[src/rtl/btb_pkg.sv]
// btb_pkg: set/way field positions, widths and controller states for the BTB update unit.
package btb_pkg;
   localparam int SET_W   = 128;
   localparam int WAY_W   = 64;
   localparam int TAG_W   = 27;
   localparam int TGT_W   = 32;
   localparam int WAY1_LO = 64;
   localparam int V_BIT   = 63;
   localparam int TAG_HI  = 62;
   localparam int TAG_LO  = 36;
   localparam int TGT_HI  = 35;
   localparam int TGT_LO  = 4;
   localparam int FSM_HI  = 3;
   localparam int FSM_LO  = 2;
   localparam int LRU_BIT = 0;
   localparam logic [1:0] FSM_INIT = 2'b10;

   typedef enum logic [2:0] {S_IDLE, S_READ, S_MERGE, S_WRITE, S_FLUSH} state_t;

   // Low two way bits are reserved/LRU and belong to the set, so they are carried through.
   function automatic logic [WAY_W-1:0] way_put(input logic [1:0] keep, input logic [TAG_W-1:0] tag,
                                                input logic [TGT_W-1:0] tgt, input logic [1:0] fsm);
      return {1'b1, tag, tgt, fsm, keep};
   endfunction
endpackage

[src/rtl/btb_ctr_update.sv]
// btb_ctr_update: 2-bit saturating direction counter update.
module btb_ctr_update (
   input  logic [1:0] ctr_in,
   input  logic       taken,
   output logic [1:0] ctr_out
);
   always_comb
      ctr_out = taken ? ((ctr_in == 2'b11) ? ctr_in : ctr_in + 2'd1)
                      : ((ctr_in == 2'b00) ? ctr_in : ctr_in - 2'd1);
endmodule

[src/rtl/btb_update_unit.sv]
// btb_update_unit: read-merge-write of resolved branches into the BTB set array, plus invalidate sweep.
module btb_update_unit
   import btb_pkg::*;
#(
   parameter int NUM_SETS = 8
) (
   input  logic             clk,
   input  logic             rst,
   input  logic             upd_valid,
   output logic             upd_ready,
   input  logic [31:0]      upd_pc,
   input  logic [31:0]      upd_target,
   input  logic             upd_taken,
   input  logic             flush,
   output logic             rd_en,
   output logic [2:0]       rd_index,
   input  logic [SET_W-1:0] rd_data,
   output logic             wr_en,
   output logic [2:0]       wr_index,
   output logic [SET_W-1:0] wr_data
);
   state_t state_q, state_d;
   logic flush_pend_q, flush_pend_d;
   logic [2:0] cnt_q, cnt_d;
   logic [31:2] pc_q, pc_d;
   logic [TGT_W-1:0] tgt_q, tgt_d;
   logic taken_q, taken_d;
   logic rd_en_q, rd_en_d, wr_en_q, wr_en_d;
   logic [2:0] rd_index_q, rd_index_d, wr_index_q, wr_index_d;
   logic [SET_W-1:0] wr_data_q, wr_data_d;
   logic [WAY_W-1:0] w1, w2, new_way;
   logic [TAG_W-1:0] tag;
   logic hit1, hit2, hit, sel1, need_wr;
   logic [TGT_W-1:0] old_tgt;
   logic [1:0] old_fsm, old_lo, ctr_out;
   logic [SET_W-1:0] merged;
   logic unused_pc;

   assign unused_pc = ^upd_pc[1:0];

   assign w1   = rd_data[SET_W-1:WAY1_LO];
   assign w2   = rd_data[WAY_W-1:0];
   assign tag  = pc_q[31:5];
   assign hit1 = w1[V_BIT] && (w1[TAG_HI:TAG_LO] == tag);
   assign hit2 = w2[V_BIT] && (w2[TAG_HI:TAG_LO] == tag);
   assign hit  = hit1 | hit2;
   // Way1 wins a double hit; on a miss prefer invalid way1, then invalid way2, then the LRU victim.
   assign sel1 = hit ? hit1 : (!w1[V_BIT] | (w2[V_BIT] & !rd_data[LRU_BIT]));
   assign old_tgt = sel1 ? w1[TGT_HI:TGT_LO] : w2[TGT_HI:TGT_LO];
   assign old_fsm = sel1 ? w1[FSM_HI:FSM_LO] : w2[FSM_HI:FSM_LO];
   assign old_lo  = sel1 ? w1[1:0] : w2[1:0];
   assign need_wr = hit | taken_q;

   btb_ctr_update u_ctr (.ctr_in(old_fsm), .taken(taken_q), .ctr_out(ctr_out));

   assign new_way = way_put(old_lo, tag, (hit && !taken_q) ? old_tgt : tgt_q, hit ? ctr_out : FSM_INIT);
   assign merged  = sel1 ? {new_way, rd_data[WAY_W-1:1], 1'b1}
                         : {rd_data[SET_W-1:WAY1_LO], new_way[WAY_W-1:1], 1'b0};

   always_comb begin
      state_d      = state_q;
      flush_pend_d = flush_pend_q | flush;
      cnt_d        = cnt_q;
      pc_d         = pc_q;
      tgt_d        = tgt_q;
      taken_d      = taken_q;
      rd_en_d      = 1'b0;
      rd_index_d   = rd_index_q;
      wr_en_d      = 1'b0;
      wr_index_d   = wr_index_q;
      wr_data_d    = wr_data_q;
      case (state_q)
         S_IDLE:
            if (flush_pend_q) begin
               state_d      = S_FLUSH;
               flush_pend_d = flush;
               cnt_d        = 3'd0;
               wr_en_d      = 1'b1;
               wr_index_d   = 3'd0;
               wr_data_d    = '0;
            end else if (upd_valid) begin
               state_d    = S_READ;
               pc_d       = upd_pc[31:2];
               tgt_d      = upd_target;
               taken_d    = upd_taken;
               rd_en_d    = 1'b1;
               rd_index_d = upd_pc[4:2];
            end
         S_READ: state_d = S_MERGE;
         S_MERGE:
            if (need_wr) begin
               state_d    = S_WRITE;
               wr_en_d    = 1'b1;
               wr_index_d = pc_q[4:2];
               wr_data_d  = merged;
            end else begin
               state_d = S_IDLE;
            end
         S_WRITE: state_d = S_IDLE;
         S_FLUSH:
            if (cnt_q == 3'(NUM_SETS - 1)) begin
               state_d = S_IDLE;
            end else begin
               cnt_d      = cnt_q + 3'd1;
               wr_en_d    = 1'b1;
               wr_index_d = cnt_q + 3'd1;
            end
         default: state_d = S_IDLE;
      endcase
   end

   always_ff @(posedge clk) begin
      if (rst) begin
         state_q      <= S_IDLE;
         flush_pend_q <= 1'b0;
         cnt_q        <= 3'd0;
         pc_q         <= '0;
         tgt_q        <= '0;
         taken_q      <= 1'b0;
         rd_en_q      <= 1'b0;
         rd_index_q   <= 3'd0;
         wr_en_q      <= 1'b0;
         wr_index_q   <= 3'd0;
         wr_data_q    <= '0;
      end else begin
         state_q      <= state_d;
         flush_pend_q <= flush_pend_d;
         cnt_q        <= cnt_d;
         pc_q         <= pc_d;
         tgt_q        <= tgt_d;
         taken_q      <= taken_d;
         rd_en_q      <= rd_en_d;
         rd_index_q   <= rd_index_d;
         wr_en_q      <= wr_en_d;
         wr_index_q   <= wr_index_d;
         wr_data_q    <= wr_data_d;
      end
   end

   assign upd_ready = (state_q == S_IDLE) && !flush_pend_q;
   assign rd_en     = rd_en_q;
   assign rd_index  = rd_index_q;
   assign wr_en     = wr_en_q;
   assign wr_index  = wr_index_q;
   assign wr_data   = wr_data_q;
endmodule

[config.mk]
export PLATFORM = sky130hd
export DESIGN_NAME = btb_update_unit
export DESIGN_NICKNAME = d
export VERILOG_FILES = /design/src/rtl/btb_pkg.sv /design/src/rtl/btb_ctr_update.sv /design/src/rtl/btb_update_unit.sv
export SDC_FILE = /design/constraint.sdc
export NUM_CORES = 1
export LEC_CHECK = 0
export BUFFER_PORTS_ARGS = -buffer_cell sky130_fd_sc_hd__clkbuf_2
export CAP_MARGIN = 20
export CORE_ASPECT_RATIO = 0.5
export CORE_UTILIZATION = 54
export DETAILED_ROUTE_END_ITERATION = 12
export PLACE_DENSITY = 0.95
export SYNTH_ARGS = -nofsm -noshare
export SYNTH_HDL_FRONTEND = slang
export SYNTH_HIERARCHICAL = 1
export SYNTH_SLANG_ARGS = --single-unit
[constraint.sdc]
create_clock -name clk -period 4.1 [get_ports clk]
set_input_delay 0.82 -clock clk [delete_from_list [all_inputs] [get_ports clk]]
set_output_delay 0.82 -clock clk [all_outputs]
set_load 0.02 [all_outputs]
Yosys cells after proc, flatten, opt, wreduce, memory -nomap -nowiden
Cells that the tools add are included.
{ "word_totals": {"reg_bits": 206, "word_cells": 82, "inputBits": 197} }
{ "op_classes": {"n_eq_ne": 12, "reduce_logical": 19, "n_addsub": 3, "n_bitwise": 7, "muxes": 30} }
{ "op_table": {"columns": ["op", "n"], "rows": [
  ["128-bit 2-to-1 mux", 3],
  ["128-bit case mux with 2 select lines", 1],
  ["32-bit 2-to-1 mux", 2],
  ["27-bit equality test", 2],
  ["3-bit 2-to-1 mux", 6],
  ["2-bit 2-to-1 mux", 7],
  ["3-bit case mux with 4 select lines", 1],
  ["3-bit case mux with 3 select lines", 1],
  ["3-bit AND reduction", 3],
  ["2-bit inequality test, second input constant", 4],
  ["1-bit 2-to-1 mux", 7],
  ["3-bit equality test, second input constant", 2],
  ["3-bit case mux with 2 select lines", 1],
  ["1-bit logical AND", 4],
  ["1-bit zero test", 4],
  ["1-bit bitwise OR", 4],
  ["4-bit AND reduction", 1],
  ["2-bit nonzero test", 2],
  ["3-bit by 1-bit adder with 3-bit output, second input constant", 1],
  ["3-bit by 1-bit equality test with 1-bit output, second input constant", 1],
  ["3-bit by 2-bit equality test with 1-bit output, second input constant", 1],
  ["3-bit zero test", 1],
  ["3-bit inequality test, second input constant", 1],
  ["1-bit case mux with 3 select lines", 1],
  ["9 further kinds", 10]
]} }

Depth between registers and ports, before layout
{ "logic_depth": {"word_depth": 12, "mapped_depth": 14, "depth_no_buf": 12} }

Hierarchy
The synthesis kept the hierarchy.
{ "modules_own_cells": {"columns": ["mod", "cells_per_inst", "n_inst", "area_each_um2"], "rows": [
  ["btb_update_unit", 873, 1, 9098.7],
  ["btb_ctr_update", 3, 1, 26.3]
]} }

Worst setup path after synthesis
Ideal clock, no wire load.
{ "synth_path": {"path_kind": "input to register", "start": "in rd_data[57]", "end": "reg wr_data_q[2] (netlist: wr_data[2])", "t_required_ns": 3.983, "path_stages": 12, "arrival_ns": 2.820, "slack_ns": 1.162, "path_buffers": 1, "path_cell_list": "xor2_1 > nor4_2 > nor3b_2 > a22oi_1 > nor2_1 > buf_2 > nand2_1 > nand2_1 > inv_1 > maj3_2 > a22oi_1 > o2bb2ai_1"} }
{ "synth_between": {"elab_chain_cells": 12, "elab_cells_between_ends": 19} }
{ "synth_lines": {"columns": ["element", "line_no", "rtl"], "rows": [
  ["start: declaration", "btb_update_unit.sv:17", "input logic [SET_W-1:0] rd_data,"],
  ["27-bit equality test (*)", "btb_update_unit.sv:45", "assign hit2 = w2[V_BIT] && (w2[TAG_HI:TAG_LO] == tag);"],
  ["1-bit logical AND (*)", "btb_update_unit.sv:45", null],
  ["1-bit bitwise OR (*)", "btb_update_unit.sv:46", "assign hit = hit1 | hit2;"],
  ["1-bit 2-to-1 mux (*)", "btb_update_unit.sv:48", "assign sel1 = hit ? hit1 : (!w1[V_BIT] | (w2[V_BIT] & !rd_data[LRU_BIT]));"],
  ["2-bit 2-to-1 mux (*)", "btb_update_unit.sv:50", "assign old_fsm = sel1 ? w1[FSM_HI:FSM_LO] : w2[FSM_HI:FSM_LO];"],
  ["net old_fsm[0]", "btb_update_unit.sv:35", "logic [1:0] old_fsm, old_lo, ctr_out;"],
  ["2-bit by 1-bit subtractor with 2-bit output (tied with other cells)", "btb_ctr_update.sv:9", ": ((ctr_in == 2'b00) ? ctr_in : ctr_in - 2'd1);"],
  ["2-bit 2-to-1 mux, on equally long branches", "btb_ctr_update.sv:9, btb_ctr_update.sv:8", null],
  ["2-bit 2-to-1 mux (*)", "btb_ctr_update.sv:8", "ctr_out = taken ? ((ctr_in == 2'b11) ? ctr_in : ctr_in + 2'd1)"],
  ["net ctr_out[0]", "btb_update_unit.sv:35", null],
  ["2-bit 2-to-1 mux (*)", "btb_update_unit.sv:56", "assign new_way = way_put(old_lo, tag, (hit && !taken_q) ? old_tgt : tgt_q, hit ? ctr_out : FSM_INIT);"],
  ["128-bit 2-to-1 mux (*)", "btb_update_unit.sv:57", "assign merged = sel1 ? {new_way, rd_data[WAY_W-1:1], 1'b1}"],
  ["128-bit 2-to-1 mux (*)", "btb_update_unit.sv:91", "if (need_wr) begin"],
  ["128-bit case mux with 2 select lines (*)", "btb_update_unit.sv:72", "case (state_q)"],
  ["end signal: assignment", "btb_update_unit.sv:136", "wr_data_q <= wr_data_d;"],
  ["end: declaration", "btb_update_unit.sv:30", "logic [SET_W-1:0] wr_data_q, wr_data_d;"]
]} }
The timed path passes the listed nets; every way through them passes the cells marked *. The select of a mux whose other input is x is not followed.
A chain may end at the register's enable or synchronous reset.

Final worst setup path
{ "layout_path": {"start": "reg pc_q[11] (netlist bit)", "end": "reg wr_data_q[24] (netlist: wr_data[24])"} }
{ "layout_between": {"elab_chain_cells": 9, "elab_cells_between_ends": 15} }
{ "layout_lines": {"columns": ["element", "line_no", "rtl"], "rows": [
  ["start: declaration", "btb_update_unit.sv:25", "logic [31:2] pc_q, pc_d;"],
  ["start signal: assignment", "btb_update_unit.sv:129", "pc_q <= pc_d;"],
  ["27-bit equality test, on equally long branches", "btb_update_unit.sv:44, btb_update_unit.sv:45", null],
  ["1-bit logical AND, on equally long branches", "btb_update_unit.sv:44, btb_update_unit.sv:45", null],
  ["1-bit bitwise OR", "btb_update_unit.sv:46", null],
  ["1-bit 2-to-1 mux", "btb_update_unit.sv:48", null],
  ["32-bit 2-to-1 mux", "btb_update_unit.sv:49", "assign old_tgt = sel1 ? w1[TGT_HI:TGT_LO] : w2[TGT_HI:TGT_LO];"],
  ["32-bit 2-to-1 mux", "btb_update_unit.sv:56", null],
  ["128-bit 2-to-1 mux", "btb_update_unit.sv:57", null],
  ["128-bit 2-to-1 mux", "btb_update_unit.sv:91", null],
  ["128-bit case mux with 2 select lines", "btb_update_unit.sv:72", null]
]} }
Parallel ways exist; a longest one is shown, timed or not. The select of a mux whose other input is x is not followed.

==> results.txt <==
----------------------------------------------------
[Clocking]
  Number of H-tree branching levels ... 1
  Clk pin slew, worst setup/hold paths ... around 70 ps
  Cells resized by post-CTS repair ... 0
  CTS hold repair buffers ... 0
  Clock network latency to the later pin of the worst-skew pair ... 480 ps
  Master cell of the clock root buffer ... clkbuf_16
  CTS Buf Count ... 19
  Sink count of the clock tree ... 203
  Clk buf depth ... 3
  Post-CTS repair timing setup buffer count ... 0
  CTS tree ... done

[Synthesis]
  Top cells by area in the synthesized netlist ... dfxtp_1, mux2i_1, o2bb2ai_2
  Seq/Total Area, Yosys ... 44.5%
  Top flip-flop cell by instance count after synthesis ... dfxtp_1
  Mapped Area ... 9130 um2
  Most numerous cell in the Yosys netlist ... dfxtp_1
  Top-area cell type share of the netlist area ... 44.5%
  Distinct cell type count of the synthesized netlist ... 47
  Most instantiated cells after synthesis ... dfxtp_1, nand2_1, mux2i_1, a21oi_1, o2bb2ai_1
  Yosys warnings ... 6
  Leading area contributor after synthesis ... dfxtp_1
  Number of nets produced by synthesis ... 1,075
  Async S/R FF share, synth ... 0%
  Seq cells post-synth ... around 200
  Number of enable-type register cells in the synthesized netlist ... 0
  Instance count of the mapped netlist ... 876
  Mean area per synthesized cell ... roughly 10 um2

[Detailed routing]
  Antenna-violating nets left ... 0
  Total via count in the routed design ... 8,213
  Routed Wire Length ... 28,100 um
  Iter 0 DRT Violations ... 551
  Pre-Repair DR Iteration Count ... 5
  Average routed wire per standard cell ... 19.9 um
  Detail-routed via count per cell ... 5.81
  Post-route DRC violation count ... 0

[GRT]
  Number of antenna violations at the first check in global routing ... 0
  Global-route wire length before repair ... 41,800 um
  Global-route usage over all layers ... 30.8%
  Number of global-route vias before repair ... 8,007
  Overflow after GRT ... 0
  Largest net degree at the start of global routing ... 70

[Power]
  PwrDens ... 396 nW/um2
  Maximum vdd ir drop ... 0.301 mV
  Static leakage power ... 0.00503 uW

[Critical path]
  Cell-by-cell trace of the critical path ... xor2_1 > nor4_1 > and3_1 > and2_1 > o31ai_4 > or2_4 > buf_4 > o2bb2ai_1
  R2r endpoint ... wr_data[24]
  Worst path max stage delay ... 610 ps
  CP endpoint kind ... flop
  Family of cells with the greatest summed delay on the critical path ... simple AND/OR/NAND/NOR gates
  Highest net fanout along the worst path ... between 40 and 50
  Library cell contributing the largest single delay on the critical path ... or2_4
  Count of cells along the worst register-to-register path ... 8
  Critical path buffer and inverter count ... 1
  Arrival time reported for the critical path endpoint ... 3510 ps
  CP required ... ~4500 ps
  Kind of critical path ... reg2reg
  Reg2Reg Launch Point ... pc_q[11]
  Critical path launch point type ... flop
  R2R setup slack ... 940 ps

[STA]
  Number of max-slew violations in the final report ... 0
  Worst-margin pin slew ... 836 ps
  Max Freq ... 317 MHz
  Final Hold Fails ... 0
  Final setup viols ... 0
  Final critical path time including I/O delays and setup ... about 3200 ps
  Headroom to the max-slew limit ... 44.3%
  RSZ-0062 raised after global routing ... false
  Sum of negative setup slack ... 0 ps
  Ratio of final minimum period to clock period ... 77.1%
  Maximum clock skew at final layout ... 5.61 ps

[Floorplan]
  Row cnt ... 33
  Vertical extent of the die ... 93.9 um
  Width of the die ... around 190 um
  Core Footprint ... 16,400 um2
  Num ports ... 334
  Effective utilization at floorplan ... 55.5%
  Die Outline Area ... roughly 17,000 um2

[Hold path]
  Class of the most critical hold timing path ... reg2reg
  Startpoint of the worst hold path ... wr_data[127]
  WHS Endpoint ... wr_data[127]
  Number of cells on the worst hold path ... 1

[Finish]
  Ratio of cells with drive above 1 in the final layout ... between 30% and 40%
  NumNets Final ... 1,376
  Area overhead of the layout relative to synthesis ... 26.4%
  Total inserted antenna cells ... 0
  Final design utilization ... 70.2%

[Place]
  Final weighted congestion of routability-driven global placement ... 0.849
  Quantity of I/O buffers inserted on ports ... between 300 and 400
  HPWL after detailed placement ... ~20,000 um

[Job]
  Maximum capacitance violations ... 0

[Status]
  Result of the run ... finished clean

----------------------------------------------------
-- final cells by class --
| class | count | area (um2) |
|---|---|---|
| Fill cell | 1191 | 4900 |
| Multi-Input combinational cell | 600 | 4720 |
| Sequential cell | 203 | 4060 |
| Timing Repair Buffer | 345 | 1790 |
| Clock buffer | 25 | 558 |
| Tap cell | 227 | 284 |
| Clock inverter | 6 | 86.3 |
| Inverter | 8 | 30.0 |
-- placed cells by master, fill, tap and decap left out, types with 8 or more instances in the layout --
master and n:
nor2_1 10, mux2i_1 119, dfxtp_1 203, inv_1 8
xor2_1 16, nand2_1 138, o2bb2ai_2 60, clkbuf_16 19
a21oi_1 74, clkbuf_2 330, o2bb2ai_1 65, nand4_1 15
buf_4 12, xnor2_1 38
-- metrics by stage --
| stage | worst slack, ps | hold WS (ps) | power, uW | instances | instance area [um2] |
|---|---|---|---|---|---|
| 4_1_cts | 948 | 466 | 4580 | 1414 | 11500 |
| 6_report | 941 | 470 | 4570 | 1414 | 11500 |
| 2_1_floorplan | 1160 | 440 | 2510 | 876 | 9130 |
| 5_1_grt | 787 | 479 | 4740 | 1414 | 11500 |
| 3_3_place_gp | 602 | 445 | 2730 | 1383 | 10900 |
| 3_5_place_dp | 448 | 446 | 2760 | 1383 | 10900 |
-- state kept, by name, indices dropped and copies added, names as in the netlist --
name and cells:
wr_data 128, flush_pend_q 1, taken_q 1, pc_q 30
tgt_q 32, cnt_q 3, wr_index 3, wr_en 1
state_q 3, rd_en 1
-- report_power, final --
group	switching, uW	total (uW)	internal (uW)	leakage, uW
Clock	765	1850	1080	0.000318
Sequential	64.2	2090	2020	0.00164
Combinational	385	636	251	0.00307
Total	1210	4570	3360	0.00503
-- layer usage --
metal  track usage, %  part of all wire, %
met1             35.6                   40
met5                0                    0
met2             54.4                   50
met3             7.09                  6.6
met4             14.0                  4.1
-- kinds of logic after synthesis --
group | Yosys count | share of synthesized area [%]
compound gates | 217 | 22.1
simple gates | 205 | 10.4
flops | 203 | 44.5
mux | 120 | 13.3
buf+inv | 73 | 4.03
xor+xnor | 54 | 5.18
fa+ha+maj | 4 | 0.521
-- how the worst max path moves through the flow --
stage / startpoint / endpoint / slack, ps / cells after the start
5_1_grt: pc_q[21] / wr_data[29] / 790 / 8
2_1_floorplan: rd_data[57] / wr_data[2] / 1160 / 12
3_5_place_dp: rd_data[116] / wr_data[24] / 450 / 9
4_1_cts: pc_q[21] / wr_data[24] / 950 / 8
6_report: pc_q[11] / wr_data[24] / 940 / 8
3_3_place_gp: rd_data[116] / wr_data[41] / 600 / 9
-- worst register-to-register path: stages (launching register included) --
cell and delay [ps]:
dfxtp_1 430, xor2_1 300, nor4_1 100, and3_1 220, and2_1 240, o31ai_4 400
or2_4 610, buf_4 550, o2bb2ai_1 170
(Power assumes the default switching activity.)
